[config.mk]
export PLATFORM = sky130hd
export DESIGN_NAME = cv32e40x_mpu
export DESIGN_NICKNAME = d
export VERILOG_FILES = /design/src/rtl/cv32e40x_mpu.sv
export SDC_FILE = /design/constraint.sdc
export NUM_CORES = 1
export LEC_CHECK = 0
export BUFFER_PORTS_ARGS = -buffer_cell sky130_fd_sc_hd__buf_2
export CAP_MARGIN = 10
export CORE_AREA = 4 4 91 93
export DETAILED_ROUTE_END_ITERATION = 6
export DIE_AREA = 0 0 95 97
export SYNTH_ARGS = -nofsm -noshare
export SYNTH_HDL_FRONTEND = slang
export SYNTH_SLANG_ARGS = --single-unit
[constraint.sdc]
create_clock -name clk -period 2.7 [get_ports clk]
set_clock_uncertainty 0.2 [all_clocks]
set_input_delay 0.81 -clock clk [delete_from_list [all_inputs] [get_ports clk]]
set_output_delay 0.81 -clock clk [all_outputs]
set_load 0.02 [all_outputs]
[src/rtl/cv32e40x_mpu.sv]
// Memory protection unit between a core transaction requester and the OBI bus.
// PMA-failing requests are consumed locally and answered with an in-order error response.
module cv32e40x_mpu #(
  parameter int unsigned MAX_OUTSTANDING = 2
) (
  input  logic        clk,
  input  logic        rst_n,

  input  logic        core_trans_valid_i,
  output logic        core_trans_ready_o,
  input  logic [31:0] core_trans_addr_i,
  input  logic        core_trans_we_i,
  input  logic [31:0] core_trans_wdata_i,

  output logic        core_resp_valid_o,
  output logic [31:0] core_resp_rdata_o,
  output logic        core_resp_mpu_err_o,

  output logic [31:0] pma_trans_addr_o,
  input  logic        pma_err_i,
  input  logic        pma_bufferable_i,
  input  logic        pma_cacheable_i,

  output logic        bus_trans_valid_o,
  input  logic        bus_trans_ready_i,
  output logic [31:0] bus_trans_addr_o,
  output logic        bus_trans_we_o,
  output logic [31:0] bus_trans_wdata_o,
  output logic        bus_trans_bufferable_o,
  output logic        bus_trans_cacheable_o,

  input  logic        bus_resp_valid_i,
  input  logic [31:0] bus_resp_rdata_i
);

  typedef enum logic [1:0] {
    IDLE,
    WAIT_DRAIN,
    ERR_RESP
  } state_e;

  localparam logic [1:0] MaxCnt = 2'(MAX_OUTSTANDING);

  state_e     state_q, state_d;
  logic [1:0] cnt_q, cnt_d;
  logic       cnt_ok;
  logic       bus_accept;
  logic       resp_dec;

  assign cnt_ok = (cnt_q < MaxCnt);

  assign pma_trans_addr_o       = core_trans_addr_i;
  assign bus_trans_addr_o       = core_trans_addr_i;
  assign bus_trans_we_o         = core_trans_we_i;
  assign bus_trans_wdata_o      = core_trans_wdata_i;
  assign bus_trans_bufferable_o = pma_bufferable_i;
  assign bus_trans_cacheable_o  = pma_cacheable_i;

  always_comb begin
    state_d             = state_q;
    core_trans_ready_o  = 1'b0;
    bus_trans_valid_o   = 1'b0;
    core_resp_valid_o   = bus_resp_valid_i;
    core_resp_rdata_o   = bus_resp_rdata_i;
    core_resp_mpu_err_o = 1'b0;

    case (state_q)
      IDLE: begin
        if (core_trans_valid_i && pma_err_i) begin
          // Blocked request is consumed here; the error waits until the bus has drained.
          core_trans_ready_o = 1'b1;
          if ((cnt_q == 2'd0) || ((cnt_q == 2'd1) && bus_resp_valid_i)) begin
            state_d = ERR_RESP;
          end else begin
            state_d = WAIT_DRAIN;
          end
        end else begin
          bus_trans_valid_o  = core_trans_valid_i & cnt_ok;
          core_trans_ready_o = bus_trans_ready_i & cnt_ok;
        end
      end

      WAIT_DRAIN: begin
        if ((cnt_q == 2'd1) && bus_resp_valid_i) begin
          state_d = ERR_RESP;
        end
      end

      ERR_RESP: begin
        core_resp_valid_o   = 1'b1;
        core_resp_rdata_o   = 32'h0;
        core_resp_mpu_err_o = 1'b1;
        state_d             = IDLE;
      end

      default: begin
        state_d = IDLE;
      end
    endcase
  end

  assign bus_accept = bus_trans_valid_o & bus_trans_ready_i;
  // A stray response with nothing outstanding must not wrap the counter.
  assign resp_dec   = bus_resp_valid_i & (cnt_q != 2'd0);

  always_comb begin
    cnt_d = cnt_q;
    if (bus_accept && !resp_dec) begin
      cnt_d = cnt_q + 2'd1;
    end else if (!bus_accept && resp_dec) begin
      cnt_d = cnt_q - 2'd1;
    end
  end

  always_ff @(posedge clk or negedge rst_n) begin
    if (!rst_n) begin
      state_q <= IDLE;
      cnt_q   <= 2'd0;
    end else begin
      state_q <= state_d;
      cnt_q   <= cnt_d;
    end
  end

  a_resp_needs_outstanding: assert property (
    @(posedge clk) disable iff (!rst_n) bus_resp_valid_i |-> (cnt_q != 2'd0));

  a_no_resp_in_err: assert property (
    @(posedge clk) disable iff (!rst_n) (state_q == ERR_RESP) |-> !bus_resp_valid_i);

endmodule

==> results.py <==
metrics = {
    "outcome": {
        "status": "finished, final reports clean",
    },
    "worst_setup_path": {
        "crit_fanout": 3,
        "slowest_delay_ns": 0.16,
        "crit_slowest_cell": "and3_1",
        "cp_top_family": "simple AND/OR/NAND/NOR gates",
        "cp_common_cell": "buf_2",
        "cp_data_required_time_ns": 1.69,
        "worstPathCellList": "buf_2 > nor2_1 > and3_1 > buf_2",
        "cp-end-kind": "output pin",
        "cp.arrival_ns": 1.35,
        "path_buf_inv": 2,
        "crit_path_start_kind": "input port",
        "worstSetupPathType": "input port to output pin",
    },
    "drt": {
        "drc": 0,
        "vias": 779,
        "vias_per_cell": 3.246,
        "dr_wl_met3_um": 720,
        "drt-pass1-iter-count": 4,
        "wl_met2_mm": 1.099,
        "top_layer": "met4",
        "wl_per_cell_um": 11.41,
        "drt_wl_total_mm": 2.739,
        "detail-route-antenna-nets": 0,
        "wl_met1_um": 912,
        "drtIter0Drc": 13,
    },
    "yosys": {
        "syn_area_mm2": 0.001320,
        "syn_inst": 164,
        "ys_ff_latch": 4,
        "ys_types": 19,
        "syn_avg_cell_area_um2": 8.049,
        "yosys_warnings": 0,
        "yosys.area.top_type_share": 0.5630,
        "syn_nets": 272,
        "yosysSeqAreaShare": 0.07583,
        "synth_area_leader_cell": "buf_4",
        "netlist_top_cells_area": "buf_4, and2_4, dfrtp_1, and2_1, ha_1",
    },
    "global_route": {
        "grt_pass1_vias": 759,
        "antenna_found_initial": 0,
        "grt_overflow": 0,
        "grt_pass1_wl_mm": 3.808,
        "gr-usage-all-layers": 0.05249,
        "grt_max_degree": 35,
    },
    "final_layout": {
        "drive_gt1_frac": 0.7391,
        "area_growth_pct": -18.39,
        "fin_nets": 248,
        "n_fill_cell": 887,
        "antenna_cells": 0,
    },
    "clock_network": {
        "cts_resized": 0,
        "post-cts-setup-buffer-count": 0,
        "cts.hold.buffers_added": 0,
        "cts.path.max_buffers": 2,
        "path_clk_slew_ns": 0.03,
        "cts_tree": "built",
        "cts-root-buf": "clkbuf_8",
        "numCtsBuffers": 3,
        "clk_latency_ns": 0.21,
        "htreeDepth": 1,
        "clock_sink_count": 4,
    },
    "pwr": {
        "power_density_mw_per_mm2": 856.6,
        "p_leak_nw": 0.5979,
        "ir_drop_uv": 163.2,
        "total_power_uw": 922.8,
    },
    "timing": {
        "drv_slew": 0,
        "grt_setup_unrepaired": "no",
        "setup_viol": 0,
        "max_freq_ghz": 0.4235,
        "fin_crit_ns": 2.361,
        "slew_headroom": 0.7723,
        "hold_violations": 0,
        "period_share": 0.8745,
        "tightest_slew_ns": 0.3415,
        "setup_tns_ns": 0,
    },
    "place": {
        "port_buffers": 73,
        "routabilityCongestion": 0.6463,
    },
    "floorplan": {
        "dieArea_mm2": 0.009215,
        "die_x_um": 95,
        "std_cell_rows": 32,
        "pin_count": 240,
        "start_util": 0.1754,
        "core_area_mm2": 0.007527,
        "die_h_um": 97,
    },
    "run": {
        "cap_viol_max_count": 0,
    },
    "hold_path": {
        "min_path_type": "input port to async pin",
    },
}
[cell usage after synthesis]
cell type	count
buf_4	99
and2_4	25
and2_1	7
dfrtp_1	4
inv_1	4
nand2b_1	4
buf_6	3
ha_1	3
nand2_1	3
a221oi_1	2
nor2_1	2
a21boi_0	1
and3_1	1
and4_1	1
nand2b_4	1
nand3b_1	1
o21ai_0	1
xnor2_1	1
xor2_1	1
[worst register-to-register path, delay by kind of cell, from the launching register on]
family | cells | cell delay (ns)
AOI/OAI and AO/OA | 1 | 0.07
and+or+nand+nor | 2 | 0.23
buffers and inverters | 1 | 0.07
DFF | 1 | 0.38
adders and majority gates | 2 | 0.52
[metal layers]
| metal | up-vias | track usage |
|---|---|---|
| met5 | - | 0 |
| met4 | 0 | 0.01776 |
| met3 | 4 | 0.06998 |
| met2 | 101 | 0.06453 |
| met1 | 326 | 0.05033 |
| li1 | 348 | - |
[report_power, final]
group / internal [mW] / leakage, nW / switching, mW
combinational: 0.309 / 0.526 / 0.370
clock: 0.0947 / 0.0216 / 0.0270
sequential: 0.0907 / 0.0499 / 0.0316
[sequential cells by signal, indices dropped and copies added, names as in the netlist]
signal   count
cnt_q        2
state_q      2
[path summary, 6_finish.rpt]
kind / from / end / slack [ns] / cells past startpoint
max: pma_err_i / bus_trans_valid_o / 0.34 / 4
min reg2reg: cnt_q[0] / cnt_q[0] / 0.30 / 1
max reg2reg: cnt_q[1] / cnt_q[1] / 1.10 / 6
min in group clk: cnt_q[0] / cnt_q[0] / 0.30 / 1
min: rst_n / state_q[1] / 0.20 / 1
max in group asynchronous: rst_n / cnt_q[1] / 1.98 / 1
[cells in the final DEF, fill, tap and decap left out]
cell	count
buf_2	73
and2_4	25
and2_1	7
inv_1	4
nand2b_1	4
dfrtp_1	4
nand2_1	3
ha_1	3
clkbuf_8	3
nor2_1	2
a221oi_1	2
nand2b_4	1
and3_1	1
and4_1	1
a21boi_0	1
nand3b_1	1
xnor2_1	1
xor2_1	1
o21ai_0	1
[cell type report]
type	instances	area [um^2]	area share
clock buffer	3	41.29	0.03833
inverter	4	15.01	0.01394
multi-input combinational	54	427.9	0.3972
sequential	4	100.1	0.09292
tap	102	127.6	0.1185
timing repair buffer	73	365.4	0.3391
[logic make-up after synthesis]
group                    Yosys count  synth area share
buffers and inverters            106            0.6000
AND/OR/NAND/NOR                   45            0.2597
AO/OA/AOI/OAI                      4           0.02275
flip-flops                         4           0.07583
adder cells (fa/ha/maj)            3           0.02844
XOR/XNOR                           2           0.01327
[metrics by stage]
step           std cells  area [um^2]  hold slack (ns)  setup slack [ns]    util
2_1_floorplan        164         1320           0.2733            0.3296       -
3_3_place_gp         237         1036           0.3020            0.3721  0.1376
3_5_place_dp         237         1036           0.3023            0.3443  0.1376
4_1_cts              240         1077           0.1962            0.3443  0.1431
5_1_grt              240         1077           0.1989            0.2670  0.1431
6_report             240         1077           0.1982            0.3388  0.1431
Power figures use the tool's default switching activity.
